**src/rtl/seq_alu_if.sv**
```systemverilog
// Request/result handshake bundle for seq_alu.
// The slave modport faces the ALU; the master modport faces the requester/consumer.
interface seq_alu_if #(parameter int WIDTH = 4);
  logic                 in_valid;
  logic                 in_ready;
  logic [WIDTH-1:0]     in1;
  logic [WIDTH-1:0]     in2;
  logic [1:0]           opcode;
  logic                 out_valid;
  logic                 out_ready;
  logic [2*WIDTH-1:0]   out;
  logic [WIDTH-1:0]     rem;
  logic                 dz;

  modport slave (
    input  in_valid, in1, in2, opcode, out_ready,
    output in_ready, out_valid, out, rem, dz
  );

  modport master (
    output in_valid, in1, in2, opcode, out_ready,
    input  in_ready, out_valid, out, rem, dz
  );
endinterface

```
**src/rtl/seq_alu.sv**
```systemverilog
// Sequential ALU: single-cycle add/sub, WIDTH-cycle shift-add multiply and
// restoring divide, with a valid/ready handshake on both request and result.
module seq_alu #(
  parameter int WIDTH = 4
) (
  input  logic       clk,
  input  logic       rst_n,
  seq_alu_if.slave   bus
);

  localparam int OW = 2 * WIDTH;
  localparam int CW = $clog2(WIDTH) + 1;
  localparam logic [CW-1:0] LAST = CW'(WIDTH - 1);

  localparam logic [1:0] OP_ADD = 2'b00;
  localparam logic [1:0] OP_SUB = 2'b01;
  localparam logic [1:0] OP_MUL = 2'b10;
  localparam logic [1:0] OP_DIV = 2'b11;

  typedef enum logic [1:0] {IDLE, BUSY, DONE} state_t;

  state_t          r_state;
  logic [CW-1:0]   r_cnt;
  logic            r_is_div;
  logic [OW-1:0]   r_acc;
  logic [OW-1:0]   r_mcand;
  logic [WIDTH-1:0] r_mplier;
  logic [WIDTH-1:0] r_prem;
  logic [WIDTH-1:0] r_quo;
  logic [WIDTH-1:0] r_dvsr;
  logic [OW-1:0]   r_out;
  logic [WIDTH-1:0] r_rem;
  logic            r_dz;

  logic [OW-1:0]    w_a, w_b;
  logic [OW-1:0]    w_acc_nxt;
  logic [WIDTH:0]   w_shift, w_diff;
  logic             w_ge;
  logic [WIDTH-1:0] w_prem_nxt, w_quo_nxt;
  logic [OW-1:0]    w_quo_p1;

  assign w_a = {{WIDTH{1'b0}}, bus.in1};
  assign w_b = {{WIDTH{1'b0}}, bus.in2};

  // One multiplier bit per cycle: add the shifted multiplicand when the LSB is set.
  assign w_acc_nxt = r_mplier[0] ? r_acc + r_mcand : r_acc;

  // Restoring step: bring in the next dividend bit, subtract if it fits.
  assign w_shift    = {r_prem, r_quo[WIDTH-1]};
  assign w_ge       = w_shift >= {1'b0, r_dvsr};
  assign w_diff     = w_shift - {1'b0, r_dvsr};
  assign w_prem_nxt = w_ge ? w_diff[WIDTH-1:0] : w_shift[WIDTH-1:0];
  assign w_quo_nxt  = {r_quo[WIDTH-2:0], w_ge};
  assign w_quo_p1   = {{WIDTH{1'b0}}, w_quo_nxt} + OW'(1);

  always_ff @(posedge clk or negedge rst_n) begin
    if (!rst_n) begin
      r_state  <= IDLE;
      r_cnt    <= '0;
      r_is_div <= 1'b0;
      r_acc    <= '0;
      r_mcand  <= '0;
      r_mplier <= '0;
      r_prem   <= '0;
      r_quo    <= '0;
      r_dvsr   <= '0;
      r_out    <= '0;
      r_rem    <= '0;
      r_dz     <= 1'b0;
    end else begin
      case (r_state)
        IDLE: if (bus.in_valid) begin
          r_cnt    <= '0;
          r_is_div <= (bus.opcode == OP_DIV);
          r_acc    <= '0;
          r_mcand  <= w_a;
          r_mplier <= bus.in2;
          r_prem   <= '0;
          r_quo    <= bus.in1;
          r_dvsr   <= bus.in2;
          case (bus.opcode)
            OP_ADD: begin
              r_out <= w_a + w_b; r_rem <= '0; r_dz <= 1'b0; r_state <= DONE;
            end
            OP_SUB: begin
              r_out <= w_a - w_b; r_rem <= '0; r_dz <= 1'b0; r_state <= DONE;
            end
            OP_MUL: r_state <= BUSY;
            default: begin
              if (bus.in2 == '0) begin
                r_out <= '0; r_rem <= '0; r_dz <= 1'b1; r_state <= DONE;
              end else begin
                r_state <= BUSY;
              end
            end
          endcase
        end
        BUSY: begin
          r_cnt    <= r_cnt + CW'(1);
          r_acc    <= w_acc_nxt;
          r_mcand  <= r_mcand << 1;
          r_mplier <= r_mplier >> 1;
          r_prem   <= w_prem_nxt;
          r_quo    <= w_quo_nxt;
          if (r_cnt == LAST) begin
            r_state <= DONE;
            r_dz    <= 1'b0;
            // Divide reports quotient+1 in out and the remainder separately.
            if (r_is_div) begin
              r_out <= w_quo_p1;
              r_rem <= w_prem_nxt;
            end else begin
              r_out <= w_acc_nxt;
              r_rem <= '0;
            end
          end
        end
        DONE: if (bus.out_ready) r_state <= IDLE;
        default: r_state <= IDLE;
      endcase
    end
  end

  assign bus.in_ready  = (r_state == IDLE);
  assign bus.out_valid = (r_state == DONE);
  assign bus.out       = r_out;
  assign bus.rem       = r_rem;
  assign bus.dz        = r_dz;

endmodule

```
**src/flat_wrapper.sv**
```systemverilog
// flat-port wrapper written by rule: the top's interface ports become plain ports
module seq_alu_flat 
#(
  parameter int WIDTH = 4
)
  (clk, rst_n, bus_in_valid, bus_in1, bus_in2, bus_opcode, bus_out_ready, bus_in_ready, bus_out_valid, bus_out, bus_rem, bus_dz);
  seq_alu_if #(.WIDTH(WIDTH)) bus_i ();
  input  logic clk;
  input  logic rst_n;
  input wire logic [$bits(bus_i.in_valid)-1:0] bus_in_valid;
  input wire logic [$bits(bus_i.in1)-1:0] bus_in1;
  input wire logic [$bits(bus_i.in2)-1:0] bus_in2;
  input wire logic [$bits(bus_i.opcode)-1:0] bus_opcode;
  input wire logic [$bits(bus_i.out_ready)-1:0] bus_out_ready;
  output wire logic [$bits(bus_i.in_ready)-1:0] bus_in_ready;
  output wire logic [$bits(bus_i.out_valid)-1:0] bus_out_valid;
  output wire logic [$bits(bus_i.out)-1:0] bus_out;
  output wire logic [$bits(bus_i.rem)-1:0] bus_rem;
  output wire logic [$bits(bus_i.dz)-1:0] bus_dz;
  assign bus_i.in_valid = bus_in_valid;
  assign bus_i.in1 = bus_in1;
  assign bus_i.in2 = bus_in2;
  assign bus_i.opcode = bus_opcode;
  assign bus_i.out_ready = bus_out_ready;
  assign bus_in_ready = bus_i.in_ready;
  assign bus_out_valid = bus_i.out_valid;
  assign bus_out = bus_i.out;
  assign bus_rem = bus_i.rem;
  assign bus_dz = bus_i.dz;
  seq_alu #(.WIDTH(WIDTH)) u_core (.clk(clk), .rst_n(rst_n), .bus(bus_i));
endmodule
```
**config.mk**
```make
export PLATFORM = sky130hd
export DESIGN_NAME = seq_alu_flat
export DESIGN_NICKNAME = d
export VERILOG_FILES = /design/src/rtl/seq_alu_if.sv /design/src/rtl/seq_alu.sv /design/src/flat_wrapper.sv
export SDC_FILE = /design/constraint.sdc
export NUM_CORES = 1
export LEC_CHECK = 0
export ABC_CLOCK_PERIOD_IN_PS = 6700
export CAP_MARGIN = 20
export CORE_MARGIN = 4
export CORE_UTILIZATION = 32
export DETAILED_ROUTE_END_ITERATION = 8
export GPL_ROUTABILITY_DRIVEN = 0
export GPL_TIMING_DRIVEN = 0
export MAX_ROUTING_LAYER = met4
export PLACE_DENSITY_LB_ADDON = 0.3
export REMOVE_ABC_BUFFERS = 1
export SYNTH_ARGS = -nofsm -noshare
export SYNTH_HDL_FRONTEND = slang
export SYNTH_SLANG_ARGS = --single-unit
```
**constraint.sdc**
```tcl
create_clock -name clk -period 6.7 [get_ports clk]
set_input_delay 1.005 -clock clk [delete_from_list [all_inputs] [get_ports clk]]
set_output_delay 1.005 -clock clk [all_outputs]
set_load 0.05 [all_outputs]
```
==> impl_metrics.tcl, run 1 <==
set metrics [dict create \
    worst-slew-pin-transition_ns 1.047 \
    netlist_area_mm2 0.003117 \
    die-area_mm2 0.01138 \
    vias 2464 \
    n_antenna_cell 0 \
    clock-sinks 51 \
    final_area_mm2 0.003582 \
    maxClockFrequency_mhz 294.0 \
    setup_slack_ns 3.299 \
    cp_max_fo 12 \
    dpl_worst_slack_ns 2.936 \
    skew_ns 0.007811 \
    numCtsBuffers 5 \
    die_w_um 106.7 \
    drc_errors 0 \
    rsz0062_at_grt "no" \
    area_growth_pct 14.93 \
    powerDensity_mw_per_mm2 469.8 \
    wl_per_cell_um 15.72 \
    wirelength_mm 7.622 \
    hold_buffers 0 \
    multiInputGateArea_mm2 0.001685 \
    cp_slowest_cell "a21oi_1" \
    synth_edf_count 0 \
    reg2reg_from "u_core.r_cnt[0]$_DFFE_PN0P_" \
    async_flop_share 1.000 \
    hold_depth 2 \
    worstSetupEndpointType "flip-flop" \
    worstRegToRegCells 7 \
    core_area_mm2 0.009371 \
    slowest_delay_ns 0.86 \
    synth_most_common_cell "nand2_1" \
    relSlewSlack 0.3019 \
    arrival_ns 3.60 \
    grt_pass1_wl_mm 12.84 \
    finalHoldViolations 0 \
    worst_ep_required_time_ns 6.90 \
    worstPathCellList "clkdlybuf4s50_1 -> nor4_2 -> nand4b_1 -> a21oi_1 -> and2_4 -> nand4_1 -> o22a_1" \
    drtAntennaViolNets 0 \
    postCtsSetupRepairBufs 0 \
    dp_hpwl_mm 5.636 \
    antenna_found_initial 0 \
    fin_crit_sh 0.5076 \
    start_util 0.3326 \
    nFillCells 963 \
    ys_seq_elements 51 \
    ys_seq_area_frac 0.4095 \
    synth.area.top_cells "dfrtp_1 (41%), ha_1 (8.4%), nand2_1 (6.3%)" \
    cts_buffer_depth 2 \
    vdd_drop_max_v 0.0001956 \
    crit_buf_inv 1 \
    maxSlewViolCount 0 \
    grt_usage 0.1443 \
    nNetsFinal 394 \
    drive_gt1_frac 0.06742 \
    regArea_mm2 0.001276 \
    p_leak_nw 1.650 \
    die_height_um 106.7 \
    maxCapViolCount 0 \
    ys_warn_count 0 \
    fin_setup_tns_ns 0 \
    holdCritStartpoint "u_core.r_mplier[2]$_DFFE_PN0P_" \
    syn_inst 334 \
    hold_end "u_core.r_mplier[2]$_DFFE_PN0P_" \
    worstSetupStartpointType "input port" \
    cts_max_level 2 \
    hold_ws_ns 0.4793 \
    numPortBuffers 28 \
    rows 35 \
    clock_latency_ns 0.31 \
    avgSynthCellArea_um2 9.332 \
    io_pins 29 \
    grt_max_degree 34 \
    cts_tree "yes" \
    ys.flop_type "dfrtp_1" \
    synth_top_area_frac 0.4095 \
    finalCoreUtilization 0.3822 \
    postPlaceCellArea_mm2 0.003490 \
    fin_crit_ns 3.401 \
    clkSlewWorstSetupHoldPaths_ns 0.10 \
    cts_resized 0 \
    rr_endpoint "u_core.bus.out[4]$_DFFE_PN0P_" \
    viasPerCell 5.080 \
    outcome "finished clean" \
    synth_cell_types 54 \
    path_class "input port to flip-flop" \
    synth_common_cells "nand2_1 (52), dfrtp_1 (51), o21ai_0 (26)" \
    dr.pass1.iters 4 \
    grt_pass1_vias 2530 \
    hp-class "flip-flop to flip-flop" \
    cpLargestDelayFamily "compound AO/OA/AOI/OAI gates" \
    dr.first_iter.drc_count 90 \
    globalRouteOverflowTotal 0 \
    synth_area_leader_cell "dfrtp_1" \
    clock-root-buffer "clkbuf_8" \
    finalSetupViolCount 0 \
    r2r_slack_ns 4.35 \
]
-- cell usage in the layout, fill, tap and decap left out, types with 3 or more instances in the layout --
cell / count
o21ai_1: 4
dfrtp_1: 51
a221o_1: 3
inv_1: 19
fa_1: 4
a21oi_1: 19
clkbuf_8: 5
nand2_1: 52
o21ai_0: 26
a221oi_1: 3
o22a_1: 4
a22o_1: 4
mux2i_1: 6
a21o_1: 9
nor2_1: 19
ha_1: 21
nand3_1: 11
nor3_1: 5
xnor2_1: 8
and3_1: 3
clkdlybuf4s50_1: 27
a22oi_1: 9
-- cell families after synthesis --
kind of cell               Yosys count  share of synthesized area
AOI/OAI and AO/OA                   95                     0.1971
muxes                                7                    0.02288
DFF                                 51                     0.4095
xor gates and xnor gates            10                    0.02810
buffers and inverters               34                    0.04978
and+or+nand+nor                    112                     0.1827
adders and majority gates           25                     0.1100
-- tightest hold or removal path: stages (launching register included) --
cell and delay [ns]:
dfrtp_1 0.36, nand2_1 0.05, nand2_1 0.05
-- registers in the layout, summed over array words and instances (netlist names) --
register         cells
u_core.bus.out       8
u_core.r_acc         8
u_core.r_mcand       8
u_core.bus.rem       4
u_core.r_dvsr        4
u_core.r_mplier      4
u_core.r_prem        4
u_core.r_quo         4
u_core.r_cnt         3
u_core.r_state       2
u_core.bus.dz        1
u_core.r_is_div      1
-- cell type report --
class                           instances  area share
Tap cell                              129     0.04506
Clock inverter                          3    0.006636
Clock buffer                            5     0.01921
Sequential cell                        51      0.3563
Inverter                               19     0.01991
Multi-Input combinational cell        249      0.4705
Timing Repair Buffer                   29     0.08243
-- stage by stage --
stage               cells  power, W
finish                485  0.001683
global route          485  0.001831
CTS                   485  0.001698
detailed placement    477  0.001505
global placement      476  0.001484
floorplan             319  0.001216
-- metal layers --
| layer | global-route usage | share of wire |
|---|---|---|
| met2 | 0.2397 | 0.49 |
| met5 | - | 0 |
| met4 | 0.02740 | 0.0063 |
| met1 | 0.1887 | 0.48 |
| met3 | 0.02348 | 0.021 |
-- worst max path at each step --
| stage | from | end | slack (ns) | cells past startpoint |
|---|---|---|---|---|
| CTS | bus_in2[1] | u_core.bus.out[4]$_DFFE_PN0P_ | 3.26 | 7 |
| finish | bus_in2[1] | u_core.bus.out[4]$_DFFE_PN0P_ | 3.30 | 7 |
| global route | bus_in2[1] | u_core.bus.out[7]$_DFFE_PN0P_ | 3.08 | 7 |
| global placement | bus_in2[1] | u_core.bus.out[4]$_DFFE_PN0P_ | 2.95 | 7 |
| detailed placement | bus_in2[1] | u_core.bus.out[4]$_DFFE_PN0P_ | 2.94 | 7 |
| floorplan | bus_in2[2] | u_core.bus.out[4]$_DFFE_PN0P_ | 4.10 | 6 |
-- power breakdown --
group / leakage [nW] / total [W] / switching (W) / internal (W)
Clock: 0.0408 / 0.000185 / 0.000111 / 0.0000749
Combinational: 0.955 / 0.000928 / 0.000579 / 0.000348
Sequential: 0.654 / 0.000570 / 0.000130 / 0.000439
Total: 1.65 / 0.00168 / 0.000820 / 0.000863
Power figures use the tool's default switching activity.
==> run 2, diff against run 1 <==
ABC_CLOCK_PERIOD_IN_PS = 2850   (was 6700)
clock period = 2.85 ns   (was 6.7 ns; I/O delays follow)
==> run 2 against run 1 <==
Combinational power grew 130%; first-iteration DRC count grew 16%; design area grew 0.10%; die area is the same; critical path depth is the same; global-route usage is essentially flat; utilization is essentially flat.
==> impl_metrics.tcl, run 2 (synthesized netlist as in run 1, its figures left out) <==
set metrics [dict create \
    outcome "finished clean" \
    wl_per_cell_um 15.65 \
    area_growth_pct 15.05 \
    finalHoldViolations 0 \
    hold_buffers 0 \
    relSlewSlack 0.3960 \
    clock-sinks 51 \
    fin_setup_tns_ns 0 \
    maxClockFrequency_mhz 401.4 \
    grt_usage 0.1445 \
    rsz0062_at_grt "no" \
    nNetsFinal 394 \
    drc_errors 0 \
    die-area_mm2 0.01138 \
    numCtsBuffers 5 \
    core_area_mm2 0.009371 \
    wirelength_mm 7.588 \
    io_pins 29 \
    cts_buffer_depth 2 \
    powerDensity_mw_per_mm2 1102 \
    dr.first_iter.drc_count 104 \
    dp_hpwl_mm 5.636 \
    worstPathCellList "clkdlybuf4s50_1 -> nor4_2 -> nand4b_1 -> a21oi_2 -> and2_4 -> nand4_1 -> o22a_1" \
    arrival_ns 2.69 \
    cts_tree "yes" \
    reg2reg_from "u_core.r_state[1]$_DFFE_PN0P_" \
    cp_slowest_cell "clkdlybuf4s50_1" \
    regArea_mm2 0.001276 \
    r2r_slack_ns 0.50 \
    final_cell_mix "nand2_1 (52), dfrtp_1 (51), clkdlybuf4s50_1 (27)" \
    rr_endpoint "u_core.r_quo[1]$_DFFE_PN0P_" \
    nFillCells 963 \
    n_antenna_cell 0 \
    clock-root-buffer "clkbuf_8" \
    slowest_delay_ns 0.57 \
    clock_latency_ns 0.31 \
    vias 2465 \
    worst_ep_required_time_ns 3.05 \
    p_leak_nw 1.650 \
    dr.pass1.iters 4 \
    viasPerCell 5.082 \
    cpLargestDelayFamily "simple AND/OR/NAND/NOR gates" \
    vdd_drop_max_v 0.0004603 \
    multiInputGateArea_mm2 0.001689 \
    maxSlewViolCount 0 \
    worstSetupEndpointType "flip-flop" \
    path_class "input port to flip-flop" \
    drive_gt1_frac 0.07022 \
    grt_pass1_wl_mm 12.85 \
    cp_max_fo 12 \
    cts_max_level 2 \
    postCtsSetupRepairBufs 0 \
    start_util 0.3326 \
    numPortBuffers 28 \
    finalSetupViolCount 0 \
    fin_crit_sh 0.8741 \
    drtAntennaViolNets 0 \
    crit_buf_inv 1 \
    maxCapViolCount 0 \
    final_common_cell "nand2_1" \
    fin_crit_ns 2.491 \
    globalRouteOverflowTotal 0 \
    worstRegToRegCells 4 \
    die_w_um 106.7 \
    die_height_um 106.7 \
    skew_ns 0.008471 \
    worstSetupStartpointType "input port" \
    grt_max_degree 34 \
    worst-slew-pin-transition_ns 0.9060 \
    hp-class "input port to asynchronous set/reset pin" \
    hold_ws_ns 0.07236 \
    antenna_found_initial 0 \
    rows 35 \
    clkSlewWorstSetupHoldPaths_ns 0.10 \
    grt_pass1_vias 2532 \
]
run 2: final cells by class:
| type | count | share of cell area |
|---|---|---|
| multi-input combinational | 249 | 0.4710 |
| sequential | 51 | 0.3559 |
| timing repair buffer | 29 | 0.08234 |
| tap | 129 | 0.04501 |
| inverter | 19 | 0.01989 |
| clock buffer | 5 | 0.01919 |
| clock inverter | 3 | 0.006629 |
run 2: how the worst max path moves through the flow:
stage	start	end	slack (ns)	depth (start not counted)
2_1_floorplan	u_core.r_state[1]$_DFFE_PN0P_	u_core.r_quo[1]$_DFFE_PN0P_	0.49	4
3_3_place_gp	bus_in2[1]	u_core.bus.out[4]$_DFFE_PN0P_	-0.32	7
3_5_place_dp	bus_in2[1]	u_core.bus.out[4]$_DFFE_PN0P_	-0.34	7
4_1_cts	bus_in2[1]	u_core.bus.out[4]$_DFFE_PN0P_	0.33	7
5_1_grt	bus_in2[1]	u_core.bus.out[7]$_DFFE_PN0P_	0.21	7
6_report	bus_in2[1]	u_core.bus.out[4]$_DFFE_PN0P_	0.36	7
run 2: where the power goes:
group	total, W	internal (W)	switching [W]
registers	0.00134	0.00103	0.000307
logic	0.00217	0.000820	0.00136
clock network	0.000437	0.000176	0.000261
run 2: metrics by stage:
step / setup WS, ns / area (um^2) / cells / utilization / power, W
after floorplan: 0.4917 / 3033 / 319 / - / 0.002858
after global placement: -0.3243 / 3475 / 476 / 0.3708 / 0.003489
after detailed placement: -0.3369 / 3490 / 477 / 0.3724 / 0.003538
after CTS: 0.3263 / 3586 / 485 / 0.3826 / 0.003994
after global routing: 0.2065 / 3586 / 485 / 0.3826 / 0.004306
final: 0.3587 / 3586 / 485 / 0.3826 / 0.003951
run 2: worst register-to-register path, delay by kind of cell (launching register included):
kind            cells  cell delay (ns)
compound gates      1             0.37
flops               1             0.49
simple gates        3             1.37
run 2: per-layer routing:
layer  part of all wire  GRT usage  routed length (um)  vias up
met5                  0          -                   0        -
met4             0.0054    0.02740                  41        0
met3              0.035    0.02348                 264        5
met2               0.51     0.2406                3836       44
met1               0.45     0.1883                3447     1194
li1                   -          -                   -     1222
run 2: timing repair:
item | 4_1_cts | 5_1_grt
resized for setup | 1 | 0
hold endpoints to repair | 0 | 0
setup endpoints to repair | 1 | 0
==> run 3, diff against run 2 <==
PLACE_DENSITY_LB_ADDON = 0.25   (was 0.3)
==> run 3 against run 2 <==
Utilization up 0.21 points; hold slack better by 0.061 ns; first-iteration DRC count up 14%; largest power group unchanged; highest routed layer unchanged.
==> impl_metrics.tcl, run 3 (synthesized netlist as in run 1, its figures left out) <==
set metrics [dict create \
    postPlaceCellArea_mm2 0.003490 \
    wl_per_cell_um 15.78 \
    grt_max_degree 28 \
    dr.first_iter.drc_count 119 \
    maxSlewViolCount 0 \
    die_w_um 106.7 \
    worst-slew-pin-transition_ns 0.8494 \
    antenna_found_initial 0 \
    worstSetupEndpointType "flip-flop" \
    drtAntennaViolNets 0 \
    cp_max_fo 12 \
    placed_cells 477 \
    grt_usage 0.1455 \
    maxClockFrequency_mhz 393.3 \
    globalRouteOverflowTotal 0 \
    p_sw_w 0.001923 \
    cts_buffer_depth 2 \
    nFillCells 995 \
    netSwitchingFraction 0.4763 \
    powerDensity_mw_per_mm2 1120 \
    io_pins 29 \
    grt_pass1_vias 2556 \
    rsz0062_at_grt "no" \
    numCtsBuffers 5 \
    vdd_drop_max_v 0.0004556 \
    finalSetupViolCount 0 \
    finalCoreUtilization 0.3848 \
    finalHoldViolations 0 \
    drive_gt1_frac 0.07022 \
    worstPathCellList "clkdlybuf4s50_1 -> nor4_2 -> nand4b_1 -> a21oi_2 -> and2_4 -> nand4_1 -> o22a_1" \
    slowest_delay_ns 0.57 \
    worst-path-stages 7 \
    pwr-share-clk 0.126 \
    arrival_ns 2.73 \
    setup_slack_ns 0.3076 \
    wirelength_mm 7.653 \
    p_leak_nw 1.667 \
    final_common_cell "nand2_1" \
    intPower_w 0.002115 \
    stdcell_count 485 \
    cp_slowest_cell "clkdlybuf4s50_1" \
    final_cell_mix "nand2_1 (52), dfrtp_1 (51), clkdlybuf4s50_1 (27)" \
    dpl_worst_slack_ns -0.3837 \
    cts_max_level 2 \
    cts_tree "yes" \
    skew_ns 0.01000 \
    worstSetupStartpointType "input port" \
    vias 2465 \
    clock_latency_ns 0.30 \
    reg2reg_from "u_core.r_state[1]$_DFFE_PN0P_" \
    worst_ep_required_time_ns 3.04 \
    numPortBuffers 28 \
    p_seq_frac 0.331 \
    relSlewSlack 0.4337 \
    combPwrFrac 0.543 \
    dr.pass1.iters 4 \
    grt_pass1_wl_mm 12.94 \
    drc_errors 0 \
    hold_buffers 0 \
    rr_endpoint "u_core.r_mcand[1]$_DFFE_PN0P_" \
    path_class "input port to flip-flop" \
    die-area_mm2 0.01138 \
    worstSetupEndpoint "u_core.bus.out[4]$_DFFE_PN0P_" \
    maxCapViolCount 0 \
    start_util 0.3326 \
    cpLargestDelayFamily "simple AND/OR/NAND/NOR gates" \
    outcome "finished clean" \
    hp-class "input port to asynchronous set/reset pin" \
    fin_crit_ns 2.542 \
    dp_hpwl_mm 5.731 \
    clock-root-buffer "clkbuf_8" \
    critPathLaunch "bus_in2[1]" \
    viasPerCell 5.082 \
    fin_crit_sh 0.8921 \
    crit_buf_inv 1 \
    r2r_slack_ns 0.49 \
    n_antenna_cell 0 \
    final_area_mm2 0.003606 \
    clock-sinks 51 \
    worstRegToRegCells 4 \
    clkSlewWorstSetupHoldPaths_ns 0.10 \
    die_height_um 106.7 \
    rows 35 \
    core_area_mm2 0.009371 \
    area_growth_pct 15.70 \
    nNetsFinal 394 \
    fin_setup_tns_ns 0 \
]
run 3: changes by cell type in the layout (fill, tap and decap cells not counted), sizes merged:
| cell | change |
|---|---|
| clkinv | +2 |
| inv | -1 |
| clkinvlp | -2 |
| bufinv | +1 |
run 3: worst register-to-register path, stage by stage (launching register included):
cell,delay (ns)
dfrtp_1,0.49
nor2_1,0.29
and2_1,0.74
nor2_2,0.34
a221o_1,0.38
run 3: area by class of cell:
type	count	area, um^2	area share
Clock buffer	5	68.82	0.01908
Clock inverter	3	43.79	0.01214
Inverter	19	71.32	0.01978
Multi-Input combinational cell	249	1689	0.4684
Sequential cell	51	1276	0.3539
Tap cell	129	161.4	0.04476
Timing Repair Buffer	29	295.3	0.08189
run 3: per-stage QoR:
step	power, W	hold slack (ns)
finish	0.004038	0.1334
global route	0.004397	0.1848
CTS	0.004072	0.1563
detailed placement	0.003546	0.4570
global placement	0.003499	0.4526
floorplan	0.002858	0.1319
run 3: how the worst min path moves through the flow:
stage	start	depth (start not counted)	slack (ns)	endpoint
floorplan	rst_n	0	0.13	u_core.bus.dz$_DFFE_PN0P_
CTS	rst_n	1	0.16	u_core.r_mcand[4]$_DFFE_PN0P_
global route	rst_n	1	0.18	u_core.r_mcand[4]$_DFFE_PN0P_
detailed placement	u_core.r_mplier[2]$_DFFE_PN0P_	2	0.46	u_core.r_mplier[2]$_DFFE_PN0P_
global placement	u_core.r_mplier[2]$_DFFE_PN0P_	2	0.45	u_core.r_mplier[2]$_DFFE_PN0P_
finish	rst_n	1	0.13	u_core.r_mcand[4]$_DFFE_PN0P_
run 3: routing by layer:
layer / global-route usage / part of all wire
met5: - / 0
met4: 0.02557 / 0.0078
met3: 0.01987 / 0.023
met2: 0.2455 / 0.51
met1: 0.1901 / 0.46
run 3: power groups by stage:
stage               clock [W]  sequential (W)  combinational, W
CTS                  0.000528         0.00134           0.00221
global placement            0         0.00134           0.00215
floorplan                   0         0.00153           0.00133
detailed placement          0         0.00135           0.00220
global route         0.000556         0.00139           0.00245
finish               0.000510         0.00134           0.00219
run 3: what timing repair did:
| action | CTS | global route |
|---|---|---|
| hold endpoints to repair | 0 | 0 |
| gates resized for setup | 1 | 0 |
| setup endpoints to repair | 3 | 0 |
| setup buffers | 0 | 0 |
==> variant: new RTL, config.mk and constraints of run 1 <==
Encoding of `state_t`: now one-hot (3 bits for 3 states).
--- a/src/rtl/seq_alu.sv
+++ b/src/rtl/seq_alu.sv
@@ -17,7 +17,7 @@
   localparam logic [1:0] OP_MUL = 2'b10;
   localparam logic [1:0] OP_DIV = 2'b11;
 
-  typedef enum logic [1:0] {IDLE, BUSY, DONE} state_t;
+  typedef enum logic [2:0] {IDLE = 3'b001, BUSY = 3'b010, DONE = 3'b100} state_t;
 
   state_t          r_state;
   logic [CW-1:0]   r_cnt;
Function: same outputs for any inputs over 10 cycles, from zero or initial values and one cycle with rst_n low; not proved beyond that.
==> variant against run 1 <==
Power down 11%. Global-route usage grew 0.81 points. Sequential power is 8.8% lower. Critical path depth decreased by 1. Final area grew 5.6%. Area after synthesis up 4.5%. Sequential share of layout area decreased by 1.2 points. Clock skew is 3.5 ps higher. Worst setup slack improved by 180 ps. Sequential cell count rose by 1. Non-clock buffer count grew 2. Wire length rose by 6.1%. Via count grew 9.2%.
==> variant: results (changes against run 1) <==
[cells_and_area]
fillerInstances=1033  ; was 963
drive_gt1_share_pct=5.898  ; was 6.742%
diodes=0  ; unchanged
nNetsFinal=411  ; was 394

[pwr]
p_leak_nw=1.667  ; was 1.650 nW
peakVddDrop_v=0.0001467  ; was 0.0001956 V

[global_route]
grt_max_degree=30  ; was 34
antenna_found_initial=0  ; unchanged
track_usage_pct=15.24  ; was 14.43%
grt_pass1_wl_um=13810  ; was 12840 um
grt_pass1_vias=2717  ; was 2530

[placed_design]
io_buffers=28  ; unchanged
dp_hpwl_um=6064  ; was 5636 um

[critical_path]
cp.arrival_ps=3440  ; was 3600 ps
crit_slowest_cell=clkdlybuf4s50_1  ; was a21oi_1
reg2regPathDepth=4  ; was 7
path_delay_family=compound AO/OA/AOI/OAI gates  ; unchanged
regToRegSetupSlack_ps=4100  ; was 4350 ps
crit_fanout=8  ; was 12
cp_slowest_stage_delay_ps=640  ; was 860 ps
crit_type=primary input to flop  ; unchanged
endpoint=u_core.bus.out[6]  ; was u_core.bus.out[4]
r2r_start=u_core.r_state[1]  ; was u_core.r_cnt[0]
worstSetupStartpoint=bus_opcode[0]  ; was bus_in2[1]

[hold_path]
hold_class=flop to flop  ; unchanged
min_from=u_core.bus.rem[2]  ; was u_core.r_mplier[2]

[synth]
seq_area_frac_synth_pct=40.01  ; was 40.95%
yosys_warnings=0  ; unchanged
synth_flop_cell=dfrtp_1  ; unchanged
synth_area_leaders=dfrtp_1 39%, ha_1 8.1%, nand2_1 4.7%  ; was dfrtp_1 41%, ha_1 8.4%, nand2_1 6.3%
async_reset_ff_share_pct=100.0  ; unchanged
yosysUniqueCellTypes=60  ; was 54
synth_commonest_cells=51 x dfrtp_1, 41 x nand2_1, 29 x a21oi_1  ; was 52 x nand2_1, 51 x dfrtp_1, 26 x o21ai_0

[sta]
finalClockSkew_ps=11.30  ; was 7.811 ps
slew_headroom_pct=35.15  ; was 30.19%
hold_violations=0  ; unchanged

[cts]
path_clk_slew_ps=100  ; about the same
cts_root_buffer=clkbuf_8  ; unchanged
cts_buffers=5  ; unchanged
insertion_delay_ps=310  ; about the same
cts_setup_buffers=0  ; unchanged
ctsHtreeMaxLevel=2  ; unchanged
post_cts_resized=0  ; unchanged
clockBufferDepth=2  ; unchanged

[route]
routed_via_density=5.318  ; was 5.080
routedWlPerCell_um=15.98  ; was 15.72 um
dr.pass1.iters=4  ; unchanged
drtIter0Drc=130  ; was 90

[outcome]
status=finished, final reports clean  ; unchanged

[variant: cells by family after synthesis]
logic type,share of synthesized area [%]
AND/OR/NAND/NOR,16.68
flip-flops,40.01
multiplexers,2.498
AO/OA/AOI/OAI,22.87
buffers and inverters,4.997
adder cells (fa/ha/maj),10.53
XOR/XNOR,2.421
[variant: metrics by stage]
stage	setup WS (ps)	util [%]	hold WS (ps)	instance area (sq um)	std cells
after floorplan	3748	-	449.8	3172	334
after global placement	2548	36.85	460.6	3618	495
after detailed placement	3215	37.42	472.1	3675	498
after CTS	3544	38.51	495.7	3781	506
after global routing	3379	38.51	520.9	3781	506
final	3480	38.51	487.3	3781	506
[variant: layout make-up]
type,count,share of cell area [%]
tap,133,4.401
multi-input combinational,261,47.52
clock inverter,1,0.7942
clock buffer,7,2.019
inverter,21,2.085
sequential,52,34.45
timing repair buffer,31,8.736
[variant: worst min-delay path by stage]
stage | to | slack (ps) | cells after the start
after floorplan | u_core.r_cnt[2] | 450 | 2
after global placement | u_core.bus.rem[1] | 460 | 2
after detailed placement | u_core.bus.rem[2] | 470 | 2
after CTS | u_core.bus.rem[2] | 500 | 2
after global routing | u_core.bus.rem[2] | 520 | 2
final | u_core.bus.rem[2] | 490 | 2
[variant: routing by layer]
layer | vias to the layer above | GRT usage (%) | part of all wire (%)
met2 | 65 | 22.50 | 44
met3 | 13 | 2.072 | 5.2
met1 | 1303 | 21.56 | 49
li1 | 1310 | - | -
met5 | - | - | 0
met4 | 0 | 5.050 | 1.7
[variant: report_power, final]
| group | internal, mW | switching, mW |
|---|---|---|
| sequential | 0.415 | 0.106 |
| combinational | 0.286 | 0.475 |
| clock | 0.112 | 0.106 |
| total | 0.813 | 0.687 |
[variant: worst register-to-register path, cell delays in order (launching register included)]
cell and delay (ps):
dfrtp_1 560, nor3b_4 740, nand2_1 430, or4_1 560
a41oi_1 200
